### config.mk
export PLATFORM = sky130hd
export DESIGN_NAME = pc_sequencer_flat
export DESIGN_NICKNAME = d
export VERILOG_FILES = /design/src/rtl/pc_pkg.sv /design/src/rtl/pc_sequencer_if.sv /design/src/rtl/pc_ras.sv /design/src/rtl/pc_sequencer.sv /design/src/flat_wrapper.sv
export SDC_FILE = /design/constraint.sdc
export NUM_CORES = 1
export LEC_CHECK = 0
export CORE_MARGIN = 1
export CORE_UTILIZATION = 36
export CTS_CLUSTER_SIZE = 28
export DETAILED_ROUTE_END_ITERATION = 12
export PLACE_DENSITY = 0.61
export REMOVE_ABC_BUFFERS = 1
export SKIP_LAST_GASP = 1
export SYNTH_ARGS = -nofsm -noshare
export SYNTH_HDL_FRONTEND = slang
export SYNTH_SLANG_ARGS = --single-unit
### constraint.sdc
create_clock -name clk -period 2.9 [get_ports clk]
set_input_delay 0.58 -clock clk [delete_from_list [all_inputs] [get_ports clk]]
set_output_delay 0.58 -clock clk [all_outputs]
set_load 0.1 [all_outputs]
### src/rtl/pc_pkg.sv
`default_nettype none
// ============================================================================
// pc_pkg : condition codes, flag indices, sequencer states, branch predicate
// Rev 1.0
// ============================================================================
package pc_pkg;

  localparam logic [3:0] COND_EQ  = 4'd0;
  localparam logic [3:0] COND_NE  = 4'd1;
  localparam logic [3:0] COND_CS  = 4'd2;
  localparam logic [3:0] COND_CC  = 4'd3;
  localparam logic [3:0] COND_HI  = 4'd4;
  localparam logic [3:0] COND_LS  = 4'd5;
  localparam logic [3:0] COND_GT  = 4'd6;
  localparam logic [3:0] COND_LE  = 4'd7;
  localparam logic [3:0] COND_FS  = 4'd8;
  localparam logic [3:0] COND_FC  = 4'd9;
  localparam logic [3:0] COND_LO  = 4'd10;
  localparam logic [3:0] COND_HS  = 4'd11;
  localparam logic [3:0] COND_LT  = 4'd12;
  localparam logic [3:0] COND_GE  = 4'd13;
  localparam logic [3:0] COND_UC  = 4'd14;
  localparam logic [3:0] COND_JAL = 4'd15;

  localparam int FLAG_C = 0;
  localparam int FLAG_L = 1;
  localparam int FLAG_F = 2;
  localparam int FLAG_Z = 3;
  localparam int FLAG_N = 4;

  typedef enum logic [1:0] {
    ST_RUN    = 2'd0,
    ST_BUBBLE = 2'd1,
    ST_HALT   = 2'd2
  } state_t;

  function automatic logic cond_taken(input logic [3:0] cond, input logic [4:0] flags);
    logic c, l, f, z, n, taken;
    c = flags[FLAG_C];
    l = flags[FLAG_L];
    f = flags[FLAG_F];
    z = flags[FLAG_Z];
    n = flags[FLAG_N];
    case (cond)
      COND_EQ:  taken = z;
      COND_NE:  taken = ~z;
      COND_CS:  taken = c;
      COND_CC:  taken = ~c;
      COND_HI:  taken = l;
      COND_LS:  taken = ~l;
      COND_GT:  taken = n;
      COND_LE:  taken = ~n;
      COND_FS:  taken = f;
      COND_FC:  taken = ~f;
      COND_LO:  taken = ~l & ~z;
      COND_HS:  taken = l | z;
      COND_LT:  taken = ~n & ~z;
      COND_GE:  taken = n | z;
      COND_UC:  taken = 1'b1;
      COND_JAL: taken = 1'b1;
      default:  taken = 1'b1;
    endcase
    return taken;
  endfunction

endpackage
`default_nettype wire

### src/rtl/pc_sequencer_if.sv
`default_nettype none
// ============================================================================
// pc_sequencer_if : control requests in, fetch address / link writeback out
// Rev 1.0
// ============================================================================
interface pc_sequencer_if #(
  parameter int WIDTH     = 16,
  parameter int IMM_WIDTH = 16
);
  logic                 stall;
  logic                 halt;
  logic [3:0]           cond;
  logic [4:0]           flags;
  logic [IMM_WIDTH-1:0] imm;
  logic [WIDTH-1:0]     r_target;
  logic                 pc_add;
  logic                 pc_branch;
  logic                 pc_jump;
  logic                 pc_ret;
  logic [WIDTH-1:0]     addr_out;
  logic                 issue_valid;
  logic [WIDTH-1:0]     link_out;
  logic                 link_we;
  logic                 ras_overflow;

  modport master (
    output stall, halt, cond, flags, imm, r_target,
           pc_add, pc_branch, pc_jump, pc_ret,
    input  addr_out, issue_valid, link_out, link_we, ras_overflow
  );

  modport slave (
    input  stall, halt, cond, flags, imm, r_target,
           pc_add, pc_branch, pc_jump, pc_ret,
    output addr_out, issue_valid, link_out, link_we, ras_overflow
  );
endinterface
`default_nettype wire

### src/rtl/pc_ras.sv
`default_nettype none
// ============================================================================
// pc_ras : circular return-address stack; full pushes overwrite the oldest
// Rev 1.0
// ============================================================================
module pc_ras #(
  parameter int WIDTH = 16,
  parameter int DEPTH = 4
) (
  input  logic             clk,
  input  logic             reset,
  input  logic             push,
  input  logic             pop,
  input  logic [WIDTH-1:0] push_data,
  output logic [WIDTH-1:0] top,
  output logic             empty,
  output logic             overflow
);
  localparam int               PTR_W = (DEPTH > 1) ? $clog2(DEPTH) : 1;
  localparam logic [PTR_W:0]   FULL  = (PTR_W + 1)'(DEPTH);

  logic [WIDTH-1:0] mem [DEPTH];
  logic [PTR_W-1:0] ptr;
  logic [PTR_W-1:0] top_idx;
  logic [PTR_W:0]   count;
  logic             overflow_r;

  // Storage is not reset: an empty count makes stale entries unreachable.
  always_ff @(posedge clk) begin
    if (push) begin
      mem[ptr] <= push_data;
    end
  end

  always_ff @(posedge clk) begin
    if (reset) begin
      ptr        <= '0;
      count      <= '0;
      overflow_r <= 1'b0;
    end else if (push) begin
      ptr <= ptr + PTR_W'(1);
      if (count == FULL) begin
        overflow_r <= 1'b1;
      end else begin
        count <= count + (PTR_W + 1)'(1);
      end
    end else if (pop && (count != '0)) begin
      ptr   <= ptr - PTR_W'(1);
      count <= count - (PTR_W + 1)'(1);
    end
  end

  assign top_idx  = ptr - PTR_W'(1);
  assign top      = mem[top_idx];
  assign empty    = (count == '0);
  assign overflow = overflow_r;

endmodule
`default_nettype wire

### src/rtl/pc_sequencer.sv
`default_nettype none
// ============================================================================
// pc_sequencer : fetch-address sequencer with branch/jump/JAL/return and halt
// Optional return-address stack enabled by macro PC_RAS_EN.  Rev 1.0
// ============================================================================
module pc_sequencer
  import pc_pkg::*;
#(
  parameter int               WIDTH        = 16,
  parameter int               IMM_WIDTH    = 16,
  parameter logic [WIDTH-1:0] RESET_VECTOR = '0,
  parameter int               RAS_DEPTH    = 4
) (
  input  logic          clk,
  input  logic          reset,
  pc_sequencer_if.slave bus
);
  state_t           state, state_next;
  logic [WIDTH-1:0] pc, pc_next, pc_inc, offset, ret_addr;
  logic [WIDTH-1:0] link, link_next;
  logic             link_we_r, link_we_next;
  logic             run_go, taken;
  logic             sel_add, sel_branch, sel_jump, sel_ret;

  if (RAS_DEPTH < 2 || (RAS_DEPTH & (RAS_DEPTH - 1)) != 0) begin : g_bad_ras_depth
    $error("pc_sequencer: RAS_DEPTH must be a power of two >= 2");
  end

  if (IMM_WIDTH < WIDTH) begin : g_imm_sext
    assign offset = {{(WIDTH - IMM_WIDTH){bus.imm[IMM_WIDTH-1]}}, bus.imm};
  end else begin : g_imm_trunc
    assign offset = bus.imm[WIDTH-1:0];
  end

  assign pc_inc     = pc + WIDTH'(1);
  assign taken      = cond_taken(bus.cond, bus.flags);
  assign run_go     = (state == ST_RUN) && !bus.stall && !bus.halt;
  assign sel_add    = run_go && bus.pc_add;
  assign sel_branch = run_go && !bus.pc_add && bus.pc_branch;
  assign sel_jump   = run_go && !bus.pc_add && !bus.pc_branch && bus.pc_jump;
  assign sel_ret    = run_go && !bus.pc_add && !bus.pc_branch && !bus.pc_jump && bus.pc_ret;

`ifdef PC_RAS_EN
  logic [WIDTH-1:0] ras_top;
  logic             ras_empty, ras_ovf, ras_push;

  assign ras_push = sel_jump && (bus.cond == COND_JAL);

  pc_ras #(
    .WIDTH (WIDTH),
    .DEPTH (RAS_DEPTH)
  ) u_ras (
    .clk       (clk),
    .reset     (reset),
    .push      (ras_push),
    .pop       (sel_ret),
    .push_data (pc_inc),
    .top       (ras_top),
    .empty     (ras_empty),
    .overflow  (ras_ovf)
  );

  assign ret_addr         = ras_empty ? bus.r_target : ras_top;
  assign bus.ras_overflow = ras_ovf;
`else
  assign ret_addr         = bus.r_target;
  assign bus.ras_overflow = 1'b0;
`endif

  always_ff @(posedge clk) begin
    if (reset) begin
      state     <= ST_RUN;
      pc        <= RESET_VECTOR;
      link      <= '0;
      link_we_r <= 1'b0;
    end else begin
      state     <= state_next;
      pc        <= pc_next;
      link      <= link_next;
      link_we_r <= link_we_next;
    end
  end

  // A pending link write survives a stall and is released once it drops.
  always_comb begin
    state_next   = state;
    pc_next      = pc;
    link_next    = link;
    link_we_next = link_we_r;
    if (!bus.stall) begin
      link_we_next = 1'b0;
      case (state)
        ST_RUN: begin
          if (bus.halt) begin
            state_next = ST_HALT;
          end else if (sel_add) begin
            pc_next = pc_inc;
          end else if (sel_branch) begin
            if (taken) begin
              pc_next    = pc + offset;
              state_next = ST_BUBBLE;
            end else begin
              pc_next = pc_inc;
            end
          end else if (sel_jump) begin
            if (taken) begin
              pc_next    = bus.r_target;
              state_next = ST_BUBBLE;
              if (bus.cond == COND_JAL) begin
                link_next    = pc_inc;
                link_we_next = 1'b1;
              end
            end else begin
              pc_next = pc_inc;
            end
          end else if (sel_ret) begin
            pc_next    = ret_addr;
            state_next = ST_BUBBLE;
          end
        end
        ST_BUBBLE: state_next = ST_RUN;
        ST_HALT:   state_next = ST_HALT;
        default:   state_next = ST_RUN;
      endcase
    end
  end

  assign bus.addr_out    = pc;
  assign bus.issue_valid = (state == ST_RUN);
  assign bus.link_out    = link;
  assign bus.link_we     = link_we_r && !bus.stall;

endmodule
`default_nettype wire

### src/flat_wrapper.sv
// flat-port wrapper written by rule: the top's interface ports become plain ports
module pc_sequencer_flat import pc_pkg::*;
#(
  parameter int               WIDTH        = 16,
  parameter int               IMM_WIDTH    = 16,
  parameter logic [WIDTH-1:0] RESET_VECTOR = '0,
  parameter int               RAS_DEPTH    = 4
)
  (clk, reset, bus_stall, bus_halt, bus_cond, bus_flags, bus_imm, bus_r_target, bus_pc_add, bus_pc_branch, bus_pc_jump, bus_pc_ret, bus_addr_out, bus_issue_valid, bus_link_out, bus_link_we, bus_ras_overflow);
  pc_sequencer_if #(.WIDTH(WIDTH), .IMM_WIDTH(IMM_WIDTH)) bus_i ();
  input  logic clk;
  input  logic reset;
  input wire logic [$bits(bus_i.stall)-1:0] bus_stall;
  input wire logic [$bits(bus_i.halt)-1:0] bus_halt;
  input wire logic [$bits(bus_i.cond)-1:0] bus_cond;
  input wire logic [$bits(bus_i.flags)-1:0] bus_flags;
  input wire logic [$bits(bus_i.imm)-1:0] bus_imm;
  input wire logic [$bits(bus_i.r_target)-1:0] bus_r_target;
  input wire logic [$bits(bus_i.pc_add)-1:0] bus_pc_add;
  input wire logic [$bits(bus_i.pc_branch)-1:0] bus_pc_branch;
  input wire logic [$bits(bus_i.pc_jump)-1:0] bus_pc_jump;
  input wire logic [$bits(bus_i.pc_ret)-1:0] bus_pc_ret;
  output wire logic [$bits(bus_i.addr_out)-1:0] bus_addr_out;
  output wire logic [$bits(bus_i.issue_valid)-1:0] bus_issue_valid;
  output wire logic [$bits(bus_i.link_out)-1:0] bus_link_out;
  output wire logic [$bits(bus_i.link_we)-1:0] bus_link_we;
  output wire logic [$bits(bus_i.ras_overflow)-1:0] bus_ras_overflow;
  assign bus_i.stall = bus_stall;
  assign bus_i.halt = bus_halt;
  assign bus_i.cond = bus_cond;
  assign bus_i.flags = bus_flags;
  assign bus_i.imm = bus_imm;
  assign bus_i.r_target = bus_r_target;
  assign bus_i.pc_add = bus_pc_add;
  assign bus_i.pc_branch = bus_pc_branch;
  assign bus_i.pc_jump = bus_pc_jump;
  assign bus_i.pc_ret = bus_pc_ret;
  assign bus_addr_out = bus_i.addr_out;
  assign bus_issue_valid = bus_i.issue_valid;
  assign bus_link_out = bus_i.link_out;
  assign bus_link_we = bus_i.link_we;
  assign bus_ras_overflow = bus_i.ras_overflow;
  pc_sequencer #(.WIDTH(WIDTH), .IMM_WIDTH(IMM_WIDTH), .RESET_VECTOR(RESET_VECTOR), .RAS_DEPTH(RAS_DEPTH)) u_core (.clk(clk), .reset(reset), .bus(bus_i));
endmodule
==> summary.txt, run 1 <==
Floorplan
  – Initial Util: 37.3%
  – Die H: 91.7 um
  – Chip width: 91.7 um
  – Rows: 32
  – Die Footprint: 8400 um2
  – Core area: 7770 um2
  – Io pins: 84

Critical path
  – Nature of the critical path endpoint: flop
  – CP required: 3.07 ns
  – Slowest stage cell, crit path: clkdlybuf4s50_1
  – CP Cell Sequence: clkdlybuf4s50_1 -> ha_4 -> o21a_1 -> a211oi_2 -> a221oi_4 -> o41ai_2 -> o221ai_1 -> xor2_1 -> mux2i_1 -> o22ai_1
  – Nature of the critical path startpoint: input port
  – Crit-path max cell delay: 0.50 ns
  – CP Max Fanout: 4
  – Worst R2R Start: u_core.bus.addr_out[1]$_SDFFE_PP0P_
  – CP startpoint: bus_imm[8]
  – Crit path kind: input port to flop
  – Crit path arrival time: 2.92 ns

Layout
  – Share of cells above drive strength 1: 25.9%
  – Fin nets: 551
  – Most common cell after layout, fill and taps aside: buf_4
  – Leading cell types in the layout, fill and taps excluded: buf_4, nor2_1, clkdlybuf4s50_1, dfxtp_1, nand2_1
  – Fin cells: 588
  – # diodes: 0
  – Final Instance Area: 4360 um2
  – Area Overhead vs Synth: 50.6%
  – Fin util: 56.1%

Global routing
  – Largest net degree at the start of global routing: 36
  – First-pass GRT wire length: 14,900 um
  – Initial antenna violation count: 0
  – Grt ovf: 0
  – Total GRT Usage: 22.5%
  – Vias in the first global route: 2,986

Clock tree
  – CTS tree: done
  – Root buffer cell: clkbuf_8
  – Clk buf depth: 2
  – Clk slew on worst S/H paths: 0.08 ns
  – CTS Buf Count: 5
  – Hold Buf Count CTS: 0
  – Sink Count: 35
  – CTS H-tree depth: 2
  – Worst-Skew Late Latency: 0.30 ns

STA
  – Final hold vios: 0
  – Final setup violation count: 0
  – Final hold slack: 0.498 ns
  – Max Slew Vio Count: 0
  – RSZ-0062 raised after global routing: no
  – Period Utilization, post-route: 94.9%
  – Skew final: 0.00819 ns
  – Final min period: 2.75 ns
  – Fmax achieved: 0.363 GHz

Drt
  – Detailed router's first-iteration violation count: 182
  – DR vias/cell: 5.36
  – Drt drc: 0
  – Antenna-violating nets left: 0
  – Routed vias: 3,153
  – Post-Route WL: 9360 um
  – Wire per inst: 15.9 um
  – Initial DRT Pass Iterations: 4

Placement
  – RD Place Congestion: 0.888
  – Dpl hpwl: 7230 um
  – Cell Count Post-Placement: 577
  – Post-DP Area: 4060 um2
  – Quantity of I/O buffers inserted on ports: 82

Synthesis
  – Register area share after synthesis: 24.2%
  – Synth cell types: 65
  – Register bit total from synthesis: 35
  – Post-synth EDFFs: 0
  – YS warnings: 0
  – Mapped Avg Cell Area: 8.04 um2
  – Ys async rst share: 0%
  – Ys flop type: dfxtp_1
  – Synthesized area: 2890 um2
  – Post-synthesis instance total: 360

Pwr
  – P_leak: 0.00182 uW
  – Tot Pwr: 1650 uW
  – Max VDD drop: 0.184 mV
  – Pwr per Cell Area: 379 nW/um2

Hold path
  – HP Class: flop to flop
  – Hold_sp: u_core.bus.link_out[4]$_SDFFE_PP0P_

Run status
  – Status: completed

Job
  – Number of max-cap violations: 0
[metal layers]
layer | up-vias | track usage [%] | wire, um
met5 | - | 0 | 0
met4 | 0 | 4.89 | 50
met3 | 7 | 3.65 | 388
met2 | 73 | 36.7 | 4480
met1 | 1476 | 31.0 | 4450
li1 | 1597 | - | -
[cell type report]
cell class / count / area, um2
Tap cell: 102 / 128
Inverter: 15 / 56.3
Sequential cell: 35 / 701
Clock inverter: 2 / 60.1
Fill cell: 749 / 3410
Clock buffer: 6 / 72.6
Timing Repair Buffer: 134 / 1170
Multi-Input combinational cell: 294 / 2170
[registers in the layout (all words and copies together), names as in the netlist]
signal / count
u_core.bus.addr_out: 16
u_core.link_we_r: 1
u_core.state: 2
u_core.bus.link_out: 16
[stage by stage]
| stage | setup WS, ns | setup TNS [ns] |
|---|---|---|
| floorplan | -0.529 | -8.55 |
| global route | 0.0398 | 0 |
| global placement | -0.344 | -1.37 |
| detailed placement | -0.346 | -1.59 |
| finish | 0.149 | 0 |
| CTS | 0.0139 | 0 |
[power by group]
part           total (uW)  switching, uW  internal [uW]
combinational         588            339            249
clock                 541            197            344
sequential            521           24.7            496
total                1650            561           1090
[synthesized netlist by cell type (7+ instances only)]
cell	instances	share of area, %
mux2i_1	7	2.4
nand2_1	22	2.9
inv_1	15	1.9
dfxtp_1	35	24
xor2_1	11	3.3
a21oi_1	17	2.9
xnor2_1	14	4.2
o21a_1	7	1.8
nor3_1	8	1.4
nand3_1	9	1.6
nor2b_1	7	1.5
a211oi_1	18	4.7
nand4_1	7	1.5
ha_1	16	6.9
o21ai_0	15	2.6
nor2_1	48	6.2
[final timing paths]
| check | cells after the start | to | slack, ns |
|---|---|---|---|
| setup / recovery | 10 | u_core.bus.addr_out[15]$_SDFFE_PP0P_ | 0.15 |
| hold / removal | 2 | u_core.bus.link_out[4]$_SDFFE_PP0P_ | 0.50 |
| setup reg to reg | 10 | u_core.bus.addr_out[15]$_SDFFE_PP0P_ | 0.25 |
| hold reg to reg | 2 | u_core.bus.link_out[4]$_SDFFE_PP0P_ | 0.50 |
[cell families (layout without fill, tap and decap cells)]
kind of cell	count (synthesis)	after routing	synth area share, %
other cells	1	1	0.130
compound gates	119	119	31.2
buf+inv	31	157	5.19
simple gates	125	125	21.7
flops	35	35	24.2
mux	7	7	2.42
fa+ha+maj	17	17	7.61
xor+xnor	25	25	7.57
[timing repair]
item,4_1_cts,5_1_grt
setup endpoints to repair,2,6
setup buffers,0,3
pin swaps,2,13
resized for setup,1,23
[critical path: cells and delay by family]
| family | cells | cell delay, ns |
|---|---|---|
| AO/OA/AOI/OAI | 6 | 1.15 |
| buffers and inverters | 1 | 0.50 |
| XOR/XNOR | 1 | 0.24 |
| multiplexers | 1 | 0.23 |
| adder cells (fa/ha/maj) | 1 | 0.22 |
Note: power is estimated with default switching activity, not from simulation.
==> run 2, diff against run 1 <==
--- a/config.mk
+++ b/config.mk
@@ -9,7 +9,6 @@
 export CORE_UTILIZATION = 36
 export CTS_CLUSTER_SIZE = 28
 export DETAILED_ROUTE_END_ITERATION = 12
-export PLACE_DENSITY = 0.61
 export REMOVE_ABC_BUFFERS = 1
 export SKIP_LAST_GASP = 1
 export SYNTH_ARGS = -nofsm -noshare
==> summary.txt, run 2 (same netlist as run 1, synthesis figures left out) <==
STA
  – Worst-Margin Slew: 0.567 ns
  – Skew final: 0.0109 ns (+0.00270 ns)
  – Final min period: 2.78 ns (+0.0297 ns)
  – Setup TNS: 0 ns (unchanged)
  – Final WS setup: 0.119 ns (-0.0297 ns)
  – RSZ-0062 raised after global routing: no
  – Fmax achieved: 0.360 GHz (-1.1%)
  – Max Slew Vio Count: 0 (unchanged)
  – Final setup violation count: 0 (unchanged)
  – Final hold vios: 0 (unchanged)
  – Slew margin rel.: 62.1%
  – Period Utilization, post-route: 95.9% (+1.0 points)

Drt
  – Drt drc: 0 (unchanged)
  – Wire per inst: 15.7 um (-1.1%)
  – Post-Route WL: 9300 um (-0.63%)
  – Antenna-violating nets left: 0 (unchanged)
  – Initial DRT Pass Iterations: 4 (unchanged)
  – Detailed router's first-iteration violation count: 162 (-11%)
  – Routed vias: 3,178 (+0.79%)
  – DR vias/cell: 5.38 (+0.28%)

Job
  – Number of max-cap violations: 0 (unchanged)

Clock tree
  – Worst-Skew Late Latency: 0.30 ns (about the same)
  – CTS tree: done
  – Clk buf depth: 2 (unchanged)
  – Hold Buf Count CTS: 0 (unchanged)
  – Sink Count: 35 (unchanged)
  – Clk slew on worst S/H paths: 0.08 ns (about the same)
  – Root buffer cell: clkbuf_8
  – CTS Buf Count: 5 (unchanged)
  – CTS H-tree depth: 2 (unchanged)

Run status
  – Status: completed

Floorplan
  – Chip width: 91.7 um (unchanged)
  – Die Footprint: 8400 um2 (unchanged)
  – Die H: 91.7 um (unchanged)
  – Rows: 32 (unchanged)
  – Initial Util: 37.3% (unchanged)
  – Io pins: 84 (unchanged)
  – Core area: 7770 um2 (unchanged)

Layout
  – Fin nets: 554 (+0.54%)
  – # diodes: 0 (unchanged)
  – Share of cells above drive strength 1: 26.4% (+0.45 points)
  – Area Overhead vs Synth: 51.1%
  – Fin util: 56.3% (+0.21 points)
  – Leading cell types in the layout, fill and taps excluded: buf_4, nor2_1, clkdlybuf4s50_1, dfxtp_1, nand2_1
  – Most common cell after layout, fill and taps aside: buf_4

Critical path
  – Nature of the critical path startpoint: input port
  – CP Max Fanout: 4 (unchanged)
  – Crit path kind: input port to flop
  – Nature of the critical path endpoint: flop
  – CP required: 3.07 ns (about the same)
  – Crit-path max cell delay: 0.44 ns (-0.06 ns)
  – CP Cell Sequence: clkdlybuf4s50_1 -> ha_4 -> a211o_1 -> a211oi_2 -> a221oi_4 -> o41ai_2 -> o221ai_1 -> xor2_1 -> mux2i_1 -> o22ai_1
  – Crit path arrival time: 2.95 ns (+0.03 ns)
  – Slowest stage cell, crit path: clkdlybuf4s50_1

Pwr
  – Reg power frac: 31.2% (-0.4 points)
  – Internal power: 1090 uW (about the same)
  – Clock power share: 33.2% (+0.4 points)
  – P_leak: 0.00182 uW (about the same)
  – Switch share: 34.4% (+0.42 points)
  – Tot Pwr: 1660 uW (+0.70%)
  – P_sw: 572 uW (+1.9%)
  – Pwr per Cell Area: 380 nW/um2 (+0.32%)
  – Max VDD drop: 0.181 mV (-1.4%)
  – Comb power frac: 35.5% (-0.2 points)

Global routing
  – First-pass GRT wire length: 14,700 um (-1.4%)
  – Vias in the first global route: 2,947 (-1.3%)
  – Grt ovf: 0 (unchanged)
  – Total GRT Usage: 22.0% (-0.44 points)
  – Initial antenna violation count: 0 (unchanged)
  – Largest net degree at the start of global routing: 23 (-36%)

Placement
  – Quantity of I/O buffers inserted on ports: 82 (unchanged)
  – Dpl ws: -0.388 ns (-0.0426 ns)
  – Dpl hpwl: 7510 um (+3.8%)
  – RD Place Congestion: 0.890 (+0.19%)

Hold path
  – HP Class: flop to flop
## run 2: routing by layer
layer  vias to the layer above  wire length (um)  track usage [%]
li1                       1611                 -                -
met1                      1487              4260             30.0
met2                        76              4590             37.3
met3                         4               416             2.99
met4                         0                39             4.10
met5                         -                 0                0
## run 2: repair_timing
item / 4_1_cts / 5_1_grt
pin swaps: 2 / 12
gates resized for setup: 1 / 22
setup endpoints to repair: 2 / 4
setup buffers: 0 / 1
## run 2: layout make-up
type                       count  area [um2]
fill                         752        3390
clock buffer                   5        68.8
inverter                      15        56.3
timing repair buffer         137        1180
tap                          102         128
clock inverter                 3        67.6
sequential                    35         701
multi-input combinational    294        2170
## run 2: worst paths after layout
path         slack [ns]  cells past startpoint                              endpoint                                 from
max reg2reg        0.34                      9  u_core.bus.addr_out[15]$_SDFFE_PP0P_  u_core.bus.addr_out[6]$_SDFFE_PP0P_
min                0.50                      2         u_core.link_we_r$_SDFFE_PP0N_        u_core.link_we_r$_SDFFE_PP0N_
max                0.12                     10  u_core.bus.addr_out[15]$_SDFFE_PP0P_                           bus_imm[7]
min reg2reg        0.50                      2         u_core.link_we_r$_SDFFE_PP0N_        u_core.link_we_r$_SDFFE_PP0N_
## run 2: power groups by stage
stage	Clock (uW)	Combinational (uW)	Sequential [uW]
after floorplan	0	228	635
after global placement	0	567	528
after detailed placement	0	569	528
after CTS	557	574	517
after global routing	580	634	522
final	553	590	519
## run 2: critical path: cells and delay by family
family,cells,cell delay (ns)
xor+xnor,1,0.24
fa+ha+maj,1,0.18
buf+inv,1,0.44
mux,1,0.21
compound gates,6,1.30
## run 2: through the flow
step	cells	hold WS, ns	instance area [um2]
global route	591	0.527	4370
global placement	582	0.467	4090
floorplan	344	0.449	2800
detailed placement	582	0.491	4090
CTS	590	0.508	4230
finish	591	0.499	4370
